===== config.mk =====
export PLATFORM = sky130hd
export DESIGN_NAME = ball_collision
export DESIGN_NICKNAME = d
export VERILOG_FILES = /design/src/rtl/ball_collision.sv
export SDC_FILE = /design/constraint.sdc
export NUM_CORES = 1
export LEC_CHECK = 0
export CORE_UTILIZATION = 35
export DETAILED_ROUTE_END_ITERATION = 12
export PLACE_DENSITY = 0.55
export SLEW_MARGIN = 20
export SYNTH_ARGS = -nofsm -noshare
export SYNTH_HDL_FRONTEND = slang
export SYNTH_SLANG_ARGS = --single-unit

===== constraint.sdc =====
create_clock -name i_Clk -period 3.4 [get_ports i_Clk]
set_input_delay 0.68 -clock i_Clk [delete_from_list [all_inputs] [get_ports i_Clk]]
set_output_delay 0.68 -clock i_Clk [all_outputs]
set_load 0.02 [all_outputs]

===== src/rtl/ball_collision.sv =====
// Purpose : Pong ball collision/score controller; sees ball and paddle video once per pixel
//           and decides ball direction, scoring and the post-miss freeze once per frame.
// Latency : outputs are registered and update one cycle after the frame-end pixel.
//           Score pulses are one cycle wide.
// Backpressure: none. The block follows the video timing generator every cycle.
// Ports   : i_Clk/i_Reset         pixel clock, synchronous active-high reset
//           i_HReset/i_VReset     last pixel of the line / last line of the frame
//           i_HBlank/i_VBlank     blanking flags; only visible pixels are examined
//           i_Ball/i_PaddleL/R    object video
//           o_HDir/o_VDir         ball direction (1 = left / up)
//           o_ScoreL/o_ScoreR     score pulses
//           o_Freeze              ball motion suppressed while a miss is shown
module ball_collision #(
    parameter int unsigned p_MISS_FRAMES = 60
) (
    input  logic i_Clk,
    input  logic i_Reset,
    input  logic i_HReset,
    input  logic i_VReset,
    input  logic i_HBlank,
    input  logic i_VBlank,
    input  logic i_Ball,
    input  logic i_PaddleL,
    input  logic i_PaddleR,
    output logic o_HDir,
    output logic o_VDir,
    output logic o_ScoreL,
    output logic o_ScoreR,
    output logic o_Freeze
);

    typedef enum logic [1:0] {
        ST_SERVE = 2'd0,
        ST_PLAY  = 2'd1,
        ST_MISS  = 2'd2
    } state_t;

    state_t     state, state_nxt;
    logic       hblank_d, vblank_d, ball_d;
    logic       line_flag, first_line;
    logic       hit_l, hit_r, edge_l, edge_r, edge_t, edge_b;
    logic [7:0] miss_cnt, miss_cnt_nxt;
    logic       hdir_nxt, vdir_nxt, score_l_nxt, score_r_nxt;
    logic       visible, frame_end, line_start, line_end, vblank_rise, vblank_fall;
    logic       miss_l, miss_r;

    assign visible     = ~i_HBlank & ~i_VBlank;
    assign frame_end   = i_HReset & i_VReset;
    // First visible pixel of a line: horizontal blanking just ended inside the active field.
    assign line_start  = hblank_d & ~i_HBlank & ~i_VBlank;
    // Horizontal blanking just started. The last visible pixel is in ball_d.
    assign line_end    = ~hblank_d & i_HBlank;
    assign vblank_rise = ~vblank_d & i_VBlank;
    assign vblank_fall = vblank_d & ~i_VBlank;

    // Blanking history keeps tracking during reset, so the first line after reset is
    // recognised correctly.
    always_ff @(posedge i_Clk) begin
        hblank_d <= i_HBlank;
        vblank_d <= i_VBlank;
    end

    // Line bookkeeping. line_flag is restarted on the first visible pixel, not at
    // i_HReset, so it still holds the last visible line when vertical blanking starts.
    always_ff @(posedge i_Clk) begin
        if (i_Reset) begin
            ball_d     <= 1'b0;
            line_flag  <= 1'b0;
            first_line <= 1'b0;
        end else begin
            ball_d <= visible & i_Ball;
            if (line_start)
                line_flag <= i_Ball;
            else if (visible && i_Ball)
                line_flag <= 1'b1;
            if (vblank_fall)
                first_line <= 1'b1;
            else if (line_end)
                first_line <= 1'b0;
        end
    end

    // Per-frame event latches. They collect only in PLAY and are wiped at every frame end.
    always_ff @(posedge i_Clk) begin
        if (i_Reset || frame_end || state != ST_PLAY) begin
            hit_l  <= 1'b0;
            hit_r  <= 1'b0;
            edge_l <= 1'b0;
            edge_r <= 1'b0;
            edge_t <= 1'b0;
            edge_b <= 1'b0;
        end else begin
            if (visible && i_Ball && i_PaddleL)      hit_l  <= 1'b1;
            if (visible && i_Ball && i_PaddleR)      hit_r  <= 1'b1;
            if (line_start && i_Ball)                edge_l <= 1'b1;
            if (line_end && ball_d)                  edge_r <= 1'b1;
            if (line_end && first_line && line_flag) edge_t <= 1'b1;
            if (vblank_rise && line_flag)            edge_b <= 1'b1;
        end
    end

    // A paddle hit on a side cancels the miss on that side.
    assign miss_l = edge_l & ~hit_l;
    assign miss_r = edge_r & ~hit_r;

    always_comb begin
        state_nxt    = state;
        hdir_nxt     = o_HDir;
        vdir_nxt     = o_VDir;
        score_l_nxt  = 1'b0;
        score_r_nxt  = 1'b0;
        miss_cnt_nxt = miss_cnt;
        if (frame_end) begin
            case (state)
                ST_SERVE: state_nxt = ST_PLAY;
                ST_PLAY: begin
                    if (hit_l && !hit_r)
                        hdir_nxt = 1'b0;
                    else if (hit_r && !hit_l)
                        hdir_nxt = 1'b1;
                    if (edge_t && !edge_b)
                        vdir_nxt = 1'b0;
                    else if (edge_b && !edge_t)
                        vdir_nxt = 1'b1;
                    // A miss on both sides in one frame is ambiguous, so play continues.
                    if (miss_l && !miss_r) begin
                        score_r_nxt  = 1'b1;
                        hdir_nxt     = 1'b0;
                        state_nxt    = ST_MISS;
                        miss_cnt_nxt = 8'(p_MISS_FRAMES);
                    end else if (miss_r && !miss_l) begin
                        score_l_nxt  = 1'b1;
                        hdir_nxt     = 1'b1;
                        state_nxt    = ST_MISS;
                        miss_cnt_nxt = 8'(p_MISS_FRAMES);
                    end
                end
                ST_MISS: begin
                    if (miss_cnt <= 8'd1) begin
                        state_nxt    = ST_SERVE;
                        miss_cnt_nxt = 8'd0;
                    end else begin
                        miss_cnt_nxt = miss_cnt - 8'd1;
                    end
                end
                default: state_nxt = ST_SERVE;
            endcase
        end
    end

    always_ff @(posedge i_Clk) begin
        if (i_Reset) begin
            state    <= ST_SERVE;
            miss_cnt <= 8'd0;
            o_HDir   <= 1'b0;
            o_VDir   <= 1'b0;
            o_ScoreL <= 1'b0;
            o_ScoreR <= 1'b0;
            o_Freeze <= 1'b0;
        end else begin
            state    <= state_nxt;
            miss_cnt <= miss_cnt_nxt;
            o_HDir   <= hdir_nxt;
            o_VDir   <= vdir_nxt;
            o_ScoreL <= score_l_nxt;
            o_ScoreR <= score_r_nxt;
            o_Freeze <= (state_nxt == ST_MISS);
        end
    end

endmodule


==> impl_metrics.yaml, run 1 <==
status:
  outcome: "finished clean"
synthesis:
  ys_top_cells_by_area: "dfxtp_1 (44%), a21oi_1 (7.1%), ha_1 (6.3%)"
  ys_types: 36
  synth_edf_count: 0
  syn_area_sq_um: 1190
  async_flop_share: 0
  synth_seq_cells: 26
  seq_area_frac_synth: 0.437
  synth_ff_type: "dfxtp_1"
  synth_nets: 153
  synth_top_cell_by_area: "dfxtp_1"
  synth_top_area_frac: 0.437
  synth_cells: 138
  synth.avg_cell_area_sq_um: 8.63
  synth_warnings: 0
setup_path:
  crit_path_end_kind: "register"
  critical_path_class: "in -> reg"
  cp_max_fo: 8
  cp.arrival_ns: 2.26
  endpoint: "miss_cnt[7]"
  r2r_slack_ns: 1.58
  crit_required_ns: 3.68
  reg2reg_depth: 4
  critPathLaunch: "i_HReset"
  r2r-end: "miss_cnt[7]"
  startpoint_type: "input pin"
  reg2reg_from: "miss_cnt[4]"
placement:
  dp_hpwl_um: 1740
  gp_congestion: 0.752
  pre_cts_ws_ns: 1.14
  io_buffers: 13
sta:
  tns_ns: 0
  min_period_ns: 1.98
  fin_crit_sh: 0.583
  worst_pin_slew_ns: 0.598
  hold_viol_final: 0
  rsz0062_at_grt: "false"
  slew_headroom: 0.596
  max_freq_mhz: 505
  setup_viol: 0
  finalWorstSetupSlack_ns: 1.42
  maxSlewViolCount: 0
  fin_worst_skew_ns: 0.00244
layout:
  largest_register_ffs: 8
  largest_register: "miss_cnt"
  fin_nets: 168
  syn_to_final_growth_pct: 19.2
  layout-drive-gt1-share: 0.0592
  reg_top3: "miss_cnt (8), state (2)"
  n_antenna_cell: 0
  fin_util: 0.454
cts:
  post_cts_buffers: 0
  ctsHtreeMaxLevel: 1
  cts_root_buffer: "clkbuf_4"
  post_cts_resized: 0
  ctsLongestPathBuffers: 2
  clkLatencyLatePin_ns: 0.32
  ctsHoldBuffers: 0
  numCtsBuffers: 3
  clkSinkCount: 26
  cts_tree: "built"
  clk_pin_slew_ns: 0.14
global_routing:
  grt_first_pass_wirelength_um: 3990
  grt_max_degree: 20
  globalRouteTotalUtil: 0.146
  grt_pass1_vias: 875
  grt-ovfl-total: 0
  antenna_found_initial: 0
die:
  fp.dieArea_sq_um: 3640
  rows: 20
  die_w_um: 60.3
  core_sq_um: 3130
  ios: 14
  initial_core_util: 0.381
  die_h_um: 60.3
power:
  switchingPower_mw: 0.111
  power.share.clock: 0.387
  peakVddDrop_mv: 0.135
  swShare: 0.200
  comb_power_share: 0.048
  power_density_nw_per_um2: 389
  intPower_mw: 0.442
  p_leak_nw: 0.513
  p_seq_frac: 0.564
drt:
  ant_nets: 0
  vias: 983
  via_per_inst: 5.02
  drt_first_pass_iters: 4
  first_iter_violations: 25
  wl_per_cell_um: 11.9
  drcViolationCount: 0
  routed_wl_um: 2340
worst_hold_path:
  hp-class: "reg -> reg"
run:
  maxCapViolCount: 0
==> worst max-delay path, cell delays in order <==
cell	delay (ns)
clkdlybuf4s50_1	0.51
and4b_1	0.38
o41ai_1	0.19
nor4_1	0.33
a311o_1	0.16
==> metal layers <==
layer	wire length (um)	track usage	part of all wire
met3	78	0.0299	0.033
met4	42	0.0664	0.018
met5	0	0	0
met2	969	0.214	0.41
met1	1250	0.205	0.53
==> cells by family (layout without fill, tap and decap cells) <==
group,after synthesis,count (layout),share of synthesized area
AOI/OAI and AO/OA,35,35,0.180
and+or+nand+nor,56,56,0.267
muxes,1,1,0.00840
buffers and inverters,14,28,0.0452
adders and majority gates,6,6,0.0630
DFF,26,26,0.437
==> cell usage after synthesis, types with 2 or more instances <==
cell type / count
ha_1: 6
o21ai_0: 5
nor4_1: 2
a211oi_1: 4
nand2_1: 9
or2_1: 2
inv_1: 10
nor3b_1: 3
a21oi_1: 17
nand2b_1: 5
nor2_1: 16
dfxtp_1: 26
nand4b_1: 3
a31oi_1: 2
nor2b_1: 3
nor3_1: 4
clkbuf_1: 2
==> how the worst min path moves through the flow <==
stage / startpoint / slack [ns] / cells past startpoint / to
finish: vblank_d / 0.48 / 2 / first_line
global route: vblank_d / 0.50 / 2 / first_line
CTS: vblank_d / 0.48 / 2 / first_line
detailed placement: ball_d / 0.45 / 2 / edge_r
global placement: ball_d / 0.44 / 2 / edge_r
floorplan: ball_d / 0.43 / 2 / edge_r
==> power groups by stage <==
| stage | sequential, mW | combinational [mW] | clock [mW] |
|---|---|---|---|
| 6_report | 0.312 | 0.0267 | 0.214 |
| 5_1_grt | 0.313 | 0.0298 | 0.232 |
| 4_1_cts | 0.312 | 0.0272 | 0.219 |
| 3_5_place_dp | 0.319 | 0.0271 | 0 |
| 3_3_place_gp | 0.318 | 0.0266 | 0 |
| 2_1_floorplan | 0.318 | 0.0129 | 0 |
==> final cells by class <==
class                      count  area (sq um)
multi-input combinational     98           617
inverter                      10          37.5
clock buffer                   3          22.5
clock inverter                 1          30.0
fill                         325          1710
timing repair buffer          14           138
sequential                    26           520
tap                           44          55.1
==> cells in the final DEF, fill, tap and decap left out, drive strengths merged, types with 3 or more instances in the layout <==
cell           count
nor2              16
dfxtp             26
nand2b             5
nor3               4
o21ai              5
clkbuf             3
nor2b              3
nand4b             3
a211oi             4
nand2              9
ha                 6
a21oi             17
nor3b              3
inv               10
clkdlybuf4s50     13
==> stage by stage <==
step	cell area (sq um)	cells	hold WS [ns]	total power, mW
after floorplan	1190	138	0.430	0.330
after global placement	1370	192	0.445	0.345
after detailed placement	1370	192	0.450	0.346
after CTS	1420	196	0.483	0.559
after global routing	1420	196	0.501	0.575
final	1420	196	0.479	0.553
Note: power is estimated with default switching activity, not from simulation.
==> run 2, diff against run 1 <==
Settings changed: PLACE_DENSITY 0.55 to 0.57.
Clock period 3.4 ns to 1.6 ns, I/O delays scaled along.
==> impl_metrics.yaml, run 2 (synthesis results as in run 1) <==
status:
  outcome: "finished with violations"
  violations: "negative setup slack"
power:
  peakVddDrop_mv: 0.313
  comb_power_share: 0.057
  power_density_nw_per_um2: 662
  power.share.clock: 0.390
  p_seq_frac: 0.553
  p_leak_nw: 0.732
  intPower_mw: 0.944
  swShare: 0.208
  switchingPower_mw: 0.248
cts:
  ctsHoldBuffers: 0
  clkLatencyLatePin_ns: 0.34
  clkSinkCount: 26
  clk_pin_slew_ns: 0.15
  ctsHtreeMaxLevel: 1
  numCtsBuffers: 3
  cts_tree: "built"
  cts_root_buffer: "clkbuf_4"
  ctsLongestPathBuffers: 2
setup_path:
  cp.arrival_ns: 2.01
  crit_required_ns: 1.90
  reg2reg_from: "miss_cnt[3]"
  startpoint_type: "register"
  critical_path_class: "reg -> reg"
  critPathLaunch: "miss_cnt[3]"
  cp_max_fo: 5
  crit_path_end_kind: "register"
layout:
  largest_register: "miss_cnt"
  syn_to_final_growth_pct: 51.1
  fin_nets: 196
  largest_register_ffs: 8
  layout_commonest_cell: "buf_4"
  final_area_sq_um: 1800
  n_antenna_cell: 0
  reg_top3: "miss_cnt (8), state (2)"
  most-common-layout-cells: "buf_4 (24), dfxtp_1 (21), nor2_1 (15), a21oi_1 (13), nand2_1 (9)"
  layout-drive-gt1-share: 0.350
  finalNonFillerCells: 224
placement:
  placed_area_sq_um: 1570
  dp_hpwl_um: 2090
  io_buffers: 13
  gp_congestion: 0.800
  place_inst: 218
global_routing:
  globalRouteTotalUtil: 0.180
  antenna_found_initial: 0
  grt_pass1_vias: 1076
  grt-ovfl-total: 0
  grt_first_pass_wirelength_um: 4860
  grt_max_degree: 16
drt:
  wl_per_cell_um: 13.3
  routed_wl_um: 2980
  vias: 1129
  ant_nets: 0
  drt_first_pass_iters: 4
  first_iter_violations: 56
  drcViolationCount: 0
  via_per_inst: 5.04
sta:
  setup_viol: 6
  slew_headroom: 0.770
  hold_viol_final: 0
  rsz0062_at_grt: "true"
  fin_crit_sh: 1.07
  max_freq_mhz: 584
  worst_pin_slew_ns: 0.344
  min_period_ns: 1.71
  finalWorstSetupSlack_ns: -0.111
  fin_worst_skew_ns: 0.00339
  maxSlewViolCount: 0
die:
  die_w_um: 60.3
  ios: 14
  die_h_um: 60.3
  initial_core_util: 0.381
  core_sq_um: 3130
  fp.dieArea_sq_um: 3640
  rows: 20
worst_hold_path:
  hp-start: "i_HBlank"
  hp-class: "in -> reg"
run:
  maxCapViolCount: 0
-- run 2: cell count changes in the layout (fill, tap and decap cells not counted), moves of 3 or more --
cell,previous run,this run
ha_1,6,3
dfxtp_1,26,21
clkdlybuf4s50_1,13,8
buf_6,0,5
a21oi_2,0,4
dfxtp_2,0,3
buf_4,1,24
a21oi_1,17,13
ha_4,0,3
dlygate4sd2_1,0,3
o21ai_0,5,2
-- run 2: worst paths after layout --
check	endpoint	slack (ns)	cells past startpoint
worst min register to register	edge_b	0.47	2
worst max register to register	miss_cnt[7]	-0.11	5
worst min-delay path	hblank_d	0.46	1
worst max-delay path	miss_cnt[7]	-0.11	5
-- run 2: power by group through the flow --
stage | sequential (mW) | combinational (mW) | clock [mW]
floorplan | 0.675 | 0.0273 | 0
global placement | 0.676 | 0.0635 | 0
detailed placement | 0.676 | 0.0644 | 0
CTS | 0.662 | 0.0653 | 0.465
global route | 0.661 | 0.0748 | 0.498
finish | 0.659 | 0.0678 | 0.464
-- run 2: metal layers --
layer / vias to the layer above / share of wire / track usage
met5: - / 0 / 0
met1: 537 / 0.49 / 0.248
met3: 3 / 0.037 / 0.0384
li1: 570 / - / -
met4: 0 / 0.010 / 0.0565
met2: 19 / 0.46 / 0.279
-- run 2: metrics by stage --
step                 util  hold slack, ns  setup WS [ns]  total power [mW]  setup TNS (ns)
finish              0.575           0.458         -0.111              1.19          -0.287
global route        0.575           0.449         -0.168              1.23          -0.581
CTS                 0.542           0.469        -0.0473              1.19         -0.0872
detailed placement  0.501           0.459         -0.154             0.741          -0.998
global placement    0.501           0.440         -0.120             0.740          -0.863
floorplan               -           0.348        -0.0373             0.702         -0.0462
-- run 2: cell type report --
class                   instances  area, sq um
fillers                       287         1330
multi-input cells              98          754
flip-flops and latches         26          532
repair buffers                 42          368
well taps                      44         55.1
inverters                      10         37.5
clock inverters                 1         30.0
clock buffers                   3         22.5
-- run 2: timing repair --
| item | 4_1_cts | 5_1_grt |
|---|---|---|
| setup endpoints to repair | 13 | 10 |
| resized for setup | 19 | 24 |
| buffers inserted | 1 | 1 |
| pin swaps | 4 | 8 |
-- run 2: critical path, cell delays in order, from the launching register on --
cell	delay, ns
dfxtp_4	0.38
or4_4	0.53
or2_1	0.24
buf_4	0.14
nor4_2	0.23
a311o_1	0.15
==> run 3, diff against run 2 <==
Settings changed: CORE_ASPECT_RATIO set to 1.5.
==> impl_metrics.yaml, run 3 (synthesis results as in run 1) <==
layout:
  final_area_sq_um: 1720
  most-common-layout-cells: "buf_4 (24), dfxtp_1 (20), nor2_1 (16), a21oi_1 (14), clkdlybuf4s50_1 (13)"
  largest_register_ffs: 8
  fin_nets: 192
  fillCellCount: 330
  syn_to_final_growth_pct: 44.5
  layout-drive-gt1-share: 0.318
  reg_top3: "miss_cnt (8), state (2)"
  layout_commonest_cell: "buf_4"
  n_antenna_cell: 0
  largest_register: "miss_cnt"
global_routing:
  globalRouteTotalUtil: 0.170
  grt-ovfl-total: 0
  grt_pass1_vias: 1187
  grt_max_degree: 16
  antenna_found_initial: 0
  grt_first_pass_wirelength_um: 4820
cts:
  clk_pin_slew_ns: 0.09
  clkLatencyLatePin_ns: 0.26
  cts_tree: "built"
  ctsLongestPathBuffers: 2
  clkSinkCount: 26
  cts_root_buffer: "clkbuf_8"
  numCtsBuffers: 3
  ctsHtreeMaxLevel: 1
die:
  die_h_um: 73.5
  rows: 25
  initial_core_util: 0.373
  core_sq_um: 3190
  ios: 14
  fp.dieArea_sq_um: 3650
  die_w_um: 49.6
sta:
  setup_viol: 2
  finalWorstSetupSlack_ns: -0.0624
  worst_pin_slew_ns: 0.407
  min_period_ns: 1.66
  rsz0062_at_grt: "true"
  maxSlewViolCount: 0
  fin_crit_sh: 1.04
  tns_ns: -0.105
  max_freq_mhz: 602
  fin_worst_skew_ns: 0.00229
  slew_headroom: 0.725
  hold_viol_final: 0
placement:
  io_buffers: 13
  dp_hpwl_um: 2120
  placed_area_sq_um: 1540
  gp_congestion: 0.761
setup_path:
  critPathSlowestCell: "or4_4"
  startpoint_type: "register"
  critical_path_class: "reg -> reg"
  cp_max_fo: 7
  cp.arrival_ns: 1.82
  crit_required_ns: 1.76
  cp_slowest_stage_delay_ns: 0.51
  crit_path_end_kind: "register"
  crit_path_cell_trace: "or3_4, or4_4, a311oi_2, nor3_1"
drt:
  via_per_inst: 5.22
  vias: 1128
  first_iter_violations: 22
  drt_first_pass_iters: 4
  ant_nets: 0
  wl_per_cell_um: 13.1
  routed_wl_um: 2820
  drcViolationCount: 0
power:
  power_density_nw_per_um2: 734
  p_leak_nw: 0.651
  finalPower_mw: 1.26
  peakVddDrop_mv: 0.538
status:
  violations: "negative setup slack"
  outcome: "finished with violations"
run:
  maxCapViolCount: 0
worst_hold_path:
  hp-class: "reg -> reg"
## run 3: worst max-delay path, delay by kind of cell, from the launching register on
kind | cells | cell delay [ns]
AND/OR/NAND/NOR | 3 | 0.98
flip-flops | 1 | 0.33
AO/OA/AOI/OAI | 1 | 0.24
## run 3: worst paths after layout
path	startpoint	to	slack (ns)	depth (start not counted)
max reg2reg	miss_cnt[6]	miss_cnt[6]	-0.06	4
max	miss_cnt[6]	miss_cnt[6]	-0.06	4
min reg2reg	vblank_d	first_line	0.47	2
min	vblank_d	first_line	0.47	2
## run 3: routing by layer
metal / GRT usage / wire [um]
met3: 0.0269 / 49
met4: 0.0476 / 7
met1: 0.163 / 1120
met2: 0.357 / 1650
met5: 0 / 0
## run 3: power by group
group / leakage (nW) / internal [mW] / switching, mW
Sequential: 0.214 / 0.655 / 0.00732
Clock: 0.0357 / 0.334 / 0.201
Combinational: 0.402 / 0.0379 / 0.0292
Total: 0.651 / 1.03 / 0.237
## run 3: per-stage QoR
step | std cells | hold WS, ns | utilization | setup slack, ns
after detailed placement | 211 | 0.463 | 0.482 | -0.202
after global routing | 216 | 0.514 | 0.540 | -0.135
final | 216 | 0.472 | 0.540 | -0.0624
after global placement | 211 | 0.442 | 0.482 | -0.149
after CTS | 215 | 0.477 | 0.519 | -0.0398
after floorplan | 138 | 0.348 | - | -0.0373
## run 3: layout make-up
type / instances / area (sq um) / share of cell area
clock buffer: 3 / 41.3 / 0.0240
clock inverter: 1 / 30.0 / 0.0174
inverter: 10 / 37.5 / 0.0218
multi-input combinational: 98 / 713 / 0.414
sequential: 26 / 528 / 0.307
tap: 40 / 50.0 / 0.0291
timing repair buffer: 38 / 322 / 0.187
## run 3: repair_timing
action	CTS	global route
gates resized for setup	10	18
hold buffers	0	0
setup buffers	0	1
setup endpoints to repair	8	9
pin swaps	5	6
